<file path="config.mk">
export PLATFORM = sky130hd
export DESIGN_NAME = ttt_game_ctrl
export DESIGN_NICKNAME = d
export VERILOG_FILES = /design/src/rtl/ttt_game_ctrl_pkg.sv /design/src/rtl/ttt_win_check.sv /design/src/rtl/ttt_game_ctrl.sv
export SDC_FILE = /design/constraint.sdc
export NUM_CORES = 1
export LEC_CHECK = 0
export CAP_MARGIN = 40
export CORE_ASPECT_RATIO = 1.2
export CORE_MARGIN = 3
export CORE_UTILIZATION = 54
export DETAILED_ROUTE_END_ITERATION = 6
export PLACE_DENSITY = 0.8
export SYNTH_ARGS = -nofsm -noshare
export SYNTH_HDL_FRONTEND = slang
export SYNTH_HIERARCHICAL = 1
export SYNTH_SLANG_ARGS = --single-unit
export TNS_END_PERCENT = 10
</file>
<file path="constraint.sdc">
create_clock -name clk -period 6.2 [get_ports clk]
set_input_delay 0.93 -clock clk [delete_from_list [all_inputs] [get_ports clk]]
set_output_delay 0.93 -clock clk [all_outputs]
set_load 0.05 [all_outputs]
</file>
<file path="src/rtl/ttt_game_ctrl_pkg.sv">
// Shared tic-tac-toe definitions: state encoding, cell/winner codes, key indices and line table.
// Used by the game sequencer and the display blocks.
package ttt_game_ctrl_pkg;

   typedef enum logic [1:0] {
      ST_MAIN  = 2'd0,
      ST_PLAY  = 2'd1,
      ST_CHECK = 2'd2,
      ST_OVER  = 2'd3
   } state_t;

   localparam logic [1:0] CELL_EMPTY = 2'd0;
   localparam logic [1:0] CELL_X     = 2'd1;
   localparam logic [1:0] CELL_O     = 2'd2;

   localparam logic [1:0] WIN_NONE = 2'd0;
   localparam logic [1:0] WIN_X    = 2'd1;
   localparam logic [1:0] WIN_O    = 2'd2;
   localparam logic [1:0] WIN_DRAW = 2'd3;

   localparam int unsigned KEY_STAR = 9;
   localparam int unsigned KEY_HASH = 11;

   localparam int NUM_LINES = 8;
   localparam logic [3:0] MAX_MOVES = 4'd9;

   // Rows, then columns, then diagonal and anti-diagonal; matches win_line bit order.
   localparam logic [3:0] LINE_CELLS [NUM_LINES][3] = '{
      '{4'd0, 4'd1, 4'd2},
      '{4'd3, 4'd4, 4'd5},
      '{4'd6, 4'd7, 4'd8},
      '{4'd0, 4'd3, 4'd6},
      '{4'd1, 4'd4, 4'd7},
      '{4'd2, 4'd5, 4'd8},
      '{4'd0, 4'd4, 4'd8},
      '{4'd2, 4'd4, 4'd6}
   };

   function automatic logic [1:0] cell_at(input logic [17:0] b, input logic [3:0] i);
      return b[{i, 1'b0} +: 2];
   endfunction

   function automatic logic [3:0] key_index(input logic [11:0] k);
      logic [3:0] idx;
      idx = 4'd0;
      for (int i = 0; i < 12; i++) begin
         if (k[i]) idx = 4'(i);
      end
      return idx;
   endfunction

endpackage

</file>
<file path="src/rtl/ttt_win_check.sv">
// Combinational line evaluator: flags every line fully owned by X or by O.
// No state, no handshake; the caller registers the result.
module ttt_win_check
   import ttt_game_ctrl_pkg::*;
(
   input  logic [17:0] board,
   output logic [7:0]  x_lines,
   output logic [7:0]  o_lines
);

   always_comb begin
      x_lines = '0;
      o_lines = '0;
      for (int l = 0; l < NUM_LINES; l++) begin
         x_lines[l] = (cell_at(board, LINE_CELLS[l][0]) == CELL_X) &&
                      (cell_at(board, LINE_CELLS[l][1]) == CELL_X) &&
                      (cell_at(board, LINE_CELLS[l][2]) == CELL_X);
         o_lines[l] = (cell_at(board, LINE_CELLS[l][0]) == CELL_O) &&
                      (cell_at(board, LINE_CELLS[l][1]) == CELL_O) &&
                      (cell_at(board, LINE_CELLS[l][2]) == CELL_O);
      end
   end

endmodule

</file>
<file path="src/rtl/ttt_game_ctrl.sv">
// Tic-tac-toe sequencer: edge-detects keypad presses, owns board/turn/state, scores win and draw.
// Board write lands one cycle after the press, result one cycle later; presses during CHECK are dropped.
module ttt_game_ctrl
   import ttt_game_ctrl_pkg::*;
#(
   parameter bit          FIRST_O   = 1'b0,
   parameter int unsigned START_KEY = KEY_HASH,
   parameter int unsigned CLEAR_KEY = KEY_STAR
) (
   input  logic        clk,
   input  logic        rst,
   input  logic [11:0] key_data,
   output logic        is_main,
   output logic        turn_o,
   output logic [17:0] board,
   output logic [1:0]  winner,
   output logic [7:0]  win_line,
   output logic        game_over,
   output logic [3:0]  move_cnt,
   output logic        illegal
);

   state_t      state, state_nxt;
   logic [11:0] key_prev;
   logic        press;
   logic [3:0]  cell_idx;
   logic        cell_key;
   logic        clear_game;

   logic [17:0] board_nxt;
   logic        turn_nxt;
   logic [1:0]  winner_nxt;
   logic [7:0]  line_nxt;
   logic [3:0]  cnt_nxt;
   logic        illegal_nxt;

   logic [7:0]  x_lines, o_lines;

   ttt_win_check u_win_check (
      .board   (board),
      .x_lines (x_lines),
      .o_lines (o_lines)
   );

   // A press is the first cycle of a clean one-hot code after an all-released cycle.
   assign press    = (key_prev == 12'd0) && $onehot(key_data);
   assign cell_key = |key_data[8:0];
   assign cell_idx = key_index({3'b000, key_data[8:0]});

   always_comb begin
      state_nxt   = state;
      board_nxt   = board;
      turn_nxt    = turn_o;
      winner_nxt  = winner;
      line_nxt    = win_line;
      cnt_nxt     = move_cnt;
      illegal_nxt = 1'b0;
      clear_game  = 1'b0;

      unique case (state)
         ST_MAIN: begin
            if (press && key_data[START_KEY]) begin
               state_nxt  = ST_PLAY;
               clear_game = 1'b1;
            end
         end
         ST_PLAY: begin
            if (press && key_data[CLEAR_KEY]) begin
               state_nxt  = ST_MAIN;
               clear_game = 1'b1;
            end else if (press && cell_key) begin
               if (cell_at(board, cell_idx) == CELL_EMPTY) begin
                  board_nxt[{cell_idx, 1'b0} +: 2] = turn_o ? CELL_O : CELL_X;
                  cnt_nxt   = move_cnt + 4'd1;
                  state_nxt = ST_CHECK;
               end else begin
                  illegal_nxt = 1'b1;
               end
            end
         end
         ST_CHECK: begin
            // Only the mover can complete a line, so X and O never both match here.
            if (|x_lines) begin
               winner_nxt = WIN_X;
               line_nxt   = x_lines;
               state_nxt  = ST_OVER;
            end else if (|o_lines) begin
               winner_nxt = WIN_O;
               line_nxt   = o_lines;
               state_nxt  = ST_OVER;
            end else if (move_cnt == MAX_MOVES) begin
               winner_nxt = WIN_DRAW;
               line_nxt   = 8'd0;
               state_nxt  = ST_OVER;
            end else begin
               turn_nxt  = ~turn_o;
               state_nxt = ST_PLAY;
            end
         end
         ST_OVER: begin
            if (press && key_data[START_KEY]) begin
               state_nxt  = ST_PLAY;
               clear_game = 1'b1;
            end else if (press && key_data[CLEAR_KEY]) begin
               state_nxt  = ST_MAIN;
               clear_game = 1'b1;
            end
         end
         default: state_nxt = ST_MAIN;
      endcase

      if (clear_game) begin
         board_nxt  = '0;
         turn_nxt   = FIRST_O;
         winner_nxt = WIN_NONE;
         line_nxt   = 8'd0;
         cnt_nxt    = 4'd0;
      end
   end

   always_ff @(posedge clk) begin
      if (rst) begin
         state     <= ST_MAIN;
         key_prev  <= '0;
         is_main   <= 1'b1;
         turn_o    <= FIRST_O;
         board     <= '0;
         winner    <= WIN_NONE;
         win_line  <= 8'd0;
         game_over <= 1'b0;
         move_cnt  <= 4'd0;
         illegal   <= 1'b0;
      end else begin
         state     <= state_nxt;
         key_prev  <= key_data;
         is_main   <= (state_nxt == ST_MAIN);
         turn_o    <= turn_nxt;
         board     <= board_nxt;
         winner    <= winner_nxt;
         win_line  <= line_nxt;
         game_over <= (state_nxt == ST_OVER);
         move_cnt  <= cnt_nxt;
         illegal   <= illegal_nxt;
      end
   end

endmodule

</file>
==> results.txt, run 1 <==
# fillers = 485
asr flop ratio synth = 0%
TritonCTS clock tree = done
number of routed nets with antenna violations = 0
footprint of the multi-input gates = 2063 µm²
Max Transition Viols Final = 0
Starting Density = 56.38%
Initial DRC Count = 183
Die X = 76.46 µm
Critical Path RT = 6.44 ns
Mapped Cells = 367
Post-CTS Setup Inserts = 0
MaxCap Viol Count = 0
PwrDens = 199.1 nW/µm²
Port Buffers = 49
register area = 1001 µm²
global-route wire length before repair = 13.45 mm
number of global-route vias before repair = 2818
die span in y = 90.55 µm
Setup TNS Final = 0 ns
Residual DRC = 0
critical path startpoint category = input pin
CP endpoint kind = flop
CTS max path bufs = 2
VDD IR max = 0.1294 mV
# H-tree levels = 2
Die ar. = 6923 µm²
# hold bufs at CTS = 0
final WL = 8.034 mm
# resized after CTS = 0
post-layout util = 68.42%
area grow syn2layout = 21.35%
worst-path maximum fanout = 8
synthesized area = 3217 µm²
Yosys reg bits = 50
final setup fails = 0
Yosys warning total = 6
predominant post-synthesis flop cell = dfxtp_1
cts bufs inserted = 5
Clock Skew = 0.006477 ns
Root Driver = clkbuf_8
relative slew slack = 47.65%
Tcrit/Tclk final = 92.60%
Global Route Usage Sum = 23.66%
# rows = 30
clk_lat worst skew = 0.31 ns
Final GP Congestion = 0.9341
Slew @ Worst Pin = 0.7842 ns
sequential area share after synthesis = 31.12%
vias per inst = 5.811
drt first pass iters = 5
# IOs = 50
Tmin final = 5.742 ns
run status = completed
Syn Area/Cell = 8.765 µm²
RSZ-0062 raised after global routing = no
clk slew on worst S/H paths = 0.10 ns
Final Hold Slack = 0.4897 ns
gr ovfl total = 0
CTS sink count = 50
largest net degree at the start of global routing = 21
initial antenna violation count = 0
Wirelength per Cell = 16.16 µm
max frequency = 174.2 MHz
post-DP HPWL = 6.199 mm
Final Hold Fails = 0
internal reg-to-reg setup slack = 3.32 ns
n_diodes = 0
Core Area = 5705 µm²
kind of critical path = input pin to flop
Vias = 2888
fraction of layout cells with a size suffix above 1 = 12.47%
P_leak = 1.347 nW
Worst Path Arrival = 5.98 ns
Synth Net Count = 398
Yosys cell types = 58
Hold/Removal Path Class = flop to flop
fin nets = 447
number of synthesized flops with an enable pin = 0
## critical path, cell delays in order
cell and delay [ns]:
clkdlybuf4s50_1 0.53, fa_1 0.54, fa_1 0.49, inv_1 0.05
fa_1 0.50, fa_1 0.41, inv_1 0.07, ha_1 0.16
inv_1 0.06, fa_1 0.48, and3b_1 0.15, nand4_1 0.19
a2111o_1 0.45, o21bai_1 0.32, nor3_1 0.41, mux2i_1 0.23
## Yosys cell counts, drive strengths merged, types with 2 or more instances
cell type	instances	area share, %
dfxtp	50	31
nand2	33	3.9
nor2	33	3.9
nor3	29	6.8
inv	25	2.9
mux2i	25	7.8
nand2b	23	6.8
a21oi	18	3.2
nand3	15	2.3
clkbuf	10	1.2
ha	10	3.9
nor2b	8	1.6
o2bb2ai	8	2.2
fa	7	4.4
nor4	7	1.8
nand4	5	0.97
or4	5	1.2
o211ai	4	1.1
or3	4	0.93
a31oi	3	0.58
buf	3	0.66
or2	3	0.58
a211oi	2	0.62
a21boi	2	0.47
a21o	2	0.47
a22o	2	0.54
a31o	2	0.54
a41oi	2	0.54
and3	2	0.54
and3b	2	0.54
o21a	2	0.47
o21ai	2	0.31
o22ai	2	0.39
o31ai	2	0.47
## placed cells by master, fill, tap and decap left out, types with 5 or more instances in the layout
cell             netlist  layout
dfxtp_1               50      50
clkdlybuf4s50_1        0      49
nor2_1                33      33
nand2_1               33      33
inv_1                 25      25
mux2i_1               25      25
a21oi_1               17      17
nand3_1               15      15
nor3_2                15      15
nor3_1                14      14
nand2b_1              13      13
nand2b_4              10      10
ha_1                  10      10
nor2b_1                8       8
o2bb2ai_1              8       8
fa_1                   7       7
nor4_1                 6       6
buf_4                  0       6
or4_1                  5       5
nand4_1                5       5
clkbuf_8               0       5
## cells by family (layout without fill, tap and decap cells)
kind of cell / Yosys count / count (layout) / synth area share [%]
XOR/XNOR: 1 / 1 / 0.2723
AO/OA/AOI/OAI: 63 / 63 / 14.86
buffers and inverters: 38 / 88 / 4.745
multiplexers: 26 / 26 / 8.129
flip-flops: 50 / 50 / 31.12
adder cells (fa/ha/maj): 17 / 17 / 8.246
AND/OR/NAND/NOR: 172 / 172 / 32.63
## flip-flops by register name, indices dropped and copies added, names as in the netlist
name and cells:
board 18, key_prev 12, win_line 8, move_cnt 4
state 2, winner 2, game_over 1, illegal 1
is_main 1, turn_o 1
## metal layers
| layer | global-route usage (%) | routed length, µm |
|---|---|---|
| met5 | 0 | 0 |
| met4 | 9.819 | 260 |
| met3 | 4.291 | 368 |
| met2 | 39.96 | 3953 |
| met1 | 29.56 | 3452 |
## worst paths after layout
check | from | endpoint | depth (start not counted)
worst min register to register | win_line[7] | win_line[7] | 1
worst max-delay path | key_data[5] | board[7] | 16
worst min-delay path | win_line[7] | win_line[7] | 1
worst max register to register | board[5] | winner[1] | 8
## cell type report
| cell class | instances | area share (%) |
|---|---|---|
| multi-input combinational | 279 | 52.85 |
| sequential | 50 | 25.64 |
| timing repair buffer | 55 | 13.72 |
| tap | 80 | 2.564 |
| inverter | 25 | 2.404 |
| clock buffer | 6 | 1.859 |
| clock inverter | 2 | 0.9615 |
## through the flow
step / setup slack [ns] / power [mW] / cell area (µm²) / instances
after CTS: 0.4457 / 0.7780 / 3904 / 497
after floorplan: 1.083 / 0.4869 / 3217 / 367
after detailed placement: 0.1209 / 0.5500 / 3794 / 489
final: 0.4585 / 0.7773 / 3904 / 497
after global placement: 0.2935 / 0.5416 / 3794 / 489
after global routing: 0.2392 / 0.8129 / 3904 / 497
## report_power, final
part | leakage [nW] | internal, mW | switching, mW | total, mW
clock | 0.0514 | 0.121 | 0.113 | 0.233
combinational | 0.888 | 0.0795 | 0.121 | 0.200
sequential | 0.407 | 0.335 | 0.00856 | 0.344
total | 1.35 | 0.535 | 0.242 | 0.777
No activity file was read; power rests on OpenSTA's default activity.
==> run 2: changes to the inputs <==
--- a/config.mk
+++ b/config.mk
@@ -13,6 +13,5 @@
 export PLACE_DENSITY = 0.8
 export SYNTH_ARGS = -nofsm -noshare
 export SYNTH_HDL_FRONTEND = slang
-export SYNTH_HIERARCHICAL = 1
 export SYNTH_SLANG_ARGS = --single-unit
 export TNS_END_PERCENT = 10
==> results.txt, run 2 <==
Clock Skew = 0.01175 ns
asr flop ratio synth = 0%
number of routed nets with antenna violations = 0
Core Area = 5705 µm²
Worst Path Arrival = 5.79 ns
Mapped Cells = 362
internal reg-to-reg setup slack = 3.68 ns
clk slew on worst S/H paths = 0.09 ns
XOR/XNOR share of the synthesized area = 0.2731%
max reg flops = 18
Syn Area/Cell = 8.859 µm²
predominant post-synthesis flop cell = dfxtp_1
internal power = 463.4 µW
# rows = 30
CTS max path bufs = 2
Worst Hold Endpoint = win_line[0]
CTS sink count = 50
Max Transition Viols Final = 0
P_leak = 1.473 nW
TritonCTS clock tree = done
Worst R2R End = win_line[4]
HP Start = win_line[0]
mux contribution to synthesized area = 8.467%
# IOs = 50
fin nets = 438
Initial DRC Count = 125
R2R cell count = 6
Yosys cell types = 66
Slew @ Worst Pin = 0.9361 ns
R2R Path Start = board[17]
kind of critical path = input pin to flop
most common cell in the synthesized netlist = dfxtp_1
Post-Synth Simple-Gate Area = 31.99%
PwrDens = 172.0 nW/µm²
Setup TNS Final = 0 ns
area grow syn2layout = 18.77%
# H-tree levels = 2
Yosys warning total = 0
Starting Density = 56.21%
sequential share of power = 49.8%
Largest regs = board: 18 flops, key_prev: 12 flops, win_line: 8 flops
VDD IR max = 0.1264 mV
combinational share of power = 21.5%
vias per inst = 5.715
largest net degree at the start of global routing = 19
Root Driver = clkbuf_8
cts bufs inserted = 5
number of global-route vias before repair = 2772
drt first pass iters = 4
synthesized area = 3207 µm²
clk_lat worst skew = 0.31 ns
fraction of layout cells with a size suffix above 1 = 9.559%
Die X = 76.35 µm
initial antenna violation count = 0
Yosys reg bits = 50
Synth Area in Adders = 8.272%
post-layout util = 66.75%
Compound-Gate Fraction of Synth Area = 12.52%
Residual DRC = 0
P_sw = 191.8 µW
Sw Ratio = 29.27%
Port Buffers = 49
Tcrit/Tclk final = 89.54%
Power, Total = 655.2 µW
Area after DPL = 3722 µm²
critical path startpoint category = input pin
Wirelength per Cell = 15.56 µm
commonest cells in the synthesized netlist = 50 x dfxtp_1, 36 x nand2_1, 26 x mux2i_1
max frequency = 180.1 MHz
commonest non-fill, non-tap cell in the layout = dfxtp_1
Vias = 2789
clock group share of total power = 28.7%
RSZ-0062 raised after global routing = no
Synth area leaders = dfxtp_1 31%, mux2i_1 8.1%, fa_1 4.4%, nand2_1 4.2%, ha_1 3.9%
# resized after CTS = 0
Yosys top cell area share = 31.21%
Critical Path RT = 6.44 ns
worst hold path cell count = 2
post-route setup slack = 0.6486 ns
die span in y = 90.42 µm
commonest cells after routing, fill and taps aside = 50 x dfxtp_1, 49 x clkdlybuf4s50_1, 36 x nand2_1
number of synthesized flops with an enable pin = 0
Hold/Removal Path Class = flop to flop
# hold bufs at CTS = 0
Worst Setup Slack post-DPL = 0.3634 ns
CP endpoint kind = flop
Worst Setup SP = key_data[5]
relative slew slack = 37.02%
largest area contributor in the netlist = dfxtp_1
n_diodes = 0
Final Hold Fails = 0
Die ar. = 6903 µm²
global-route wire length before repair = 13.02 mm
gr ovfl total = 0
Final GP Congestion = 0.9209
design area = 3809 µm²
final setup fails = 0
Tmin final = 5.551 ns
post-DP HPWL = 5.968 mm
sequential area share after synthesis = 31.21%
run status = completed
final WL = 7.591 mm
Post-CTS Setup Inserts = 0
most flop-heavy register = board
largest family of logic cells by synthesized area = simple AND/OR/NAND/NOR gates
worst-path maximum fanout = 10
MaxCap Viol Count = 0
Synth Net Count = 393
Global Route Usage Sum = 22.77%
==> run 2: changes by cell type in the layout (fill, tap and decap cells not counted), moves of 5 or more <==
cell | previous run | this run
o21ai_0 | 2 | 11
nand2b_1 | 13 | 8
nand2b_4 | 10 | 0
o2bb2ai_1 | 8 | 0
a21oi_1 | 17 | 3
and3_1 | 1 | 6
nor3_1 | 14 | 19
nor3_2 | 15 | 2
nor2_1 | 33 | 21
nor3_4 | 0 | 5
nor2b_1 | 8 | 20
==> run 2: power by group through the flow <==
stage | combinational, mW | clock, mW | sequential [mW]
after floorplan | 0.0979 | 0 | 0.334
after global placement | 0.127 | 0 | 0.334
after detailed placement | 0.138 | 0 | 0.334
after CTS | 0.140 | 0.193 | 0.326
after global routing | 0.161 | 0.204 | 0.327
final | 0.141 | 0.188 | 0.326
==> run 2: routing by layer <==
metal | vias up | wire length, µm | share of wire, % | GRT usage, %
li1 | 1372 | - | - | -
met4 | 0 | 176 | 2.3 | 8.308
met1 | 1310 | 3181 | 42 | 27.16
met5 | - | 0 | 0 | 0
met2 | 89 | 3843 | 51 | 41.20
met3 | 18 | 390 | 5.1 | 3.194
==> run 2: worst max-delay path: stages <==
cell,delay [ns]
clkdlybuf4s50_1,0.66
fa_1,0.48
fa_1,0.49
inv_1,0.05
fa_1,0.51
fa_1,0.42
inv_1,0.08
ha_1,0.17
inv_1,0.06
fa_1,0.47
and3b_1,0.17
nand4_1,0.13
and4bb_2,0.47
nand4b_1,0.11
nor3_1,0.34
mux2i_1,0.25
==> run 2: kinds of logic after synthesis <==
logic type / count (synthesis)
xor gates and xnor gates: 1
buffers and inverters: 42
DFF: 50
AOI/OAI and AO/OA: 49
adders and majority gates: 17
muxes: 27
and+or+nand+nor: 176
==> run 2: worst max-delay path by stage <==
stage / to / slack (ns)
3_3_place_gp: board[12] / 0.57
5_1_grt: board[12] / 0.28
4_1_cts: board[12] / 0.67
6_report: board[12] / 0.65
3_5_place_dp: board[12] / 0.36
2_1_floorplan: winner[0] / 1.21
==> run 2: layout make-up <==
cell class	count	area, µm²
clock inverters	2	13.76
repair buffers	54	535.5
clock buffers	6	72.57
inverters	26	97.59
well taps	80	100.1
fillers	485	1897
flip-flops and latches	50	1001
multi-input cells	270	1988
==> run 2: metrics by stage <==
stage	cells	hold slack (ns)
6_report	488	0.4646
5_1_grt	488	0.4902
4_1_cts	488	0.4666
3_5_place_dp	480	0.4537
3_3_place_gp	478	0.4442
2_1_floorplan	362	0.6174
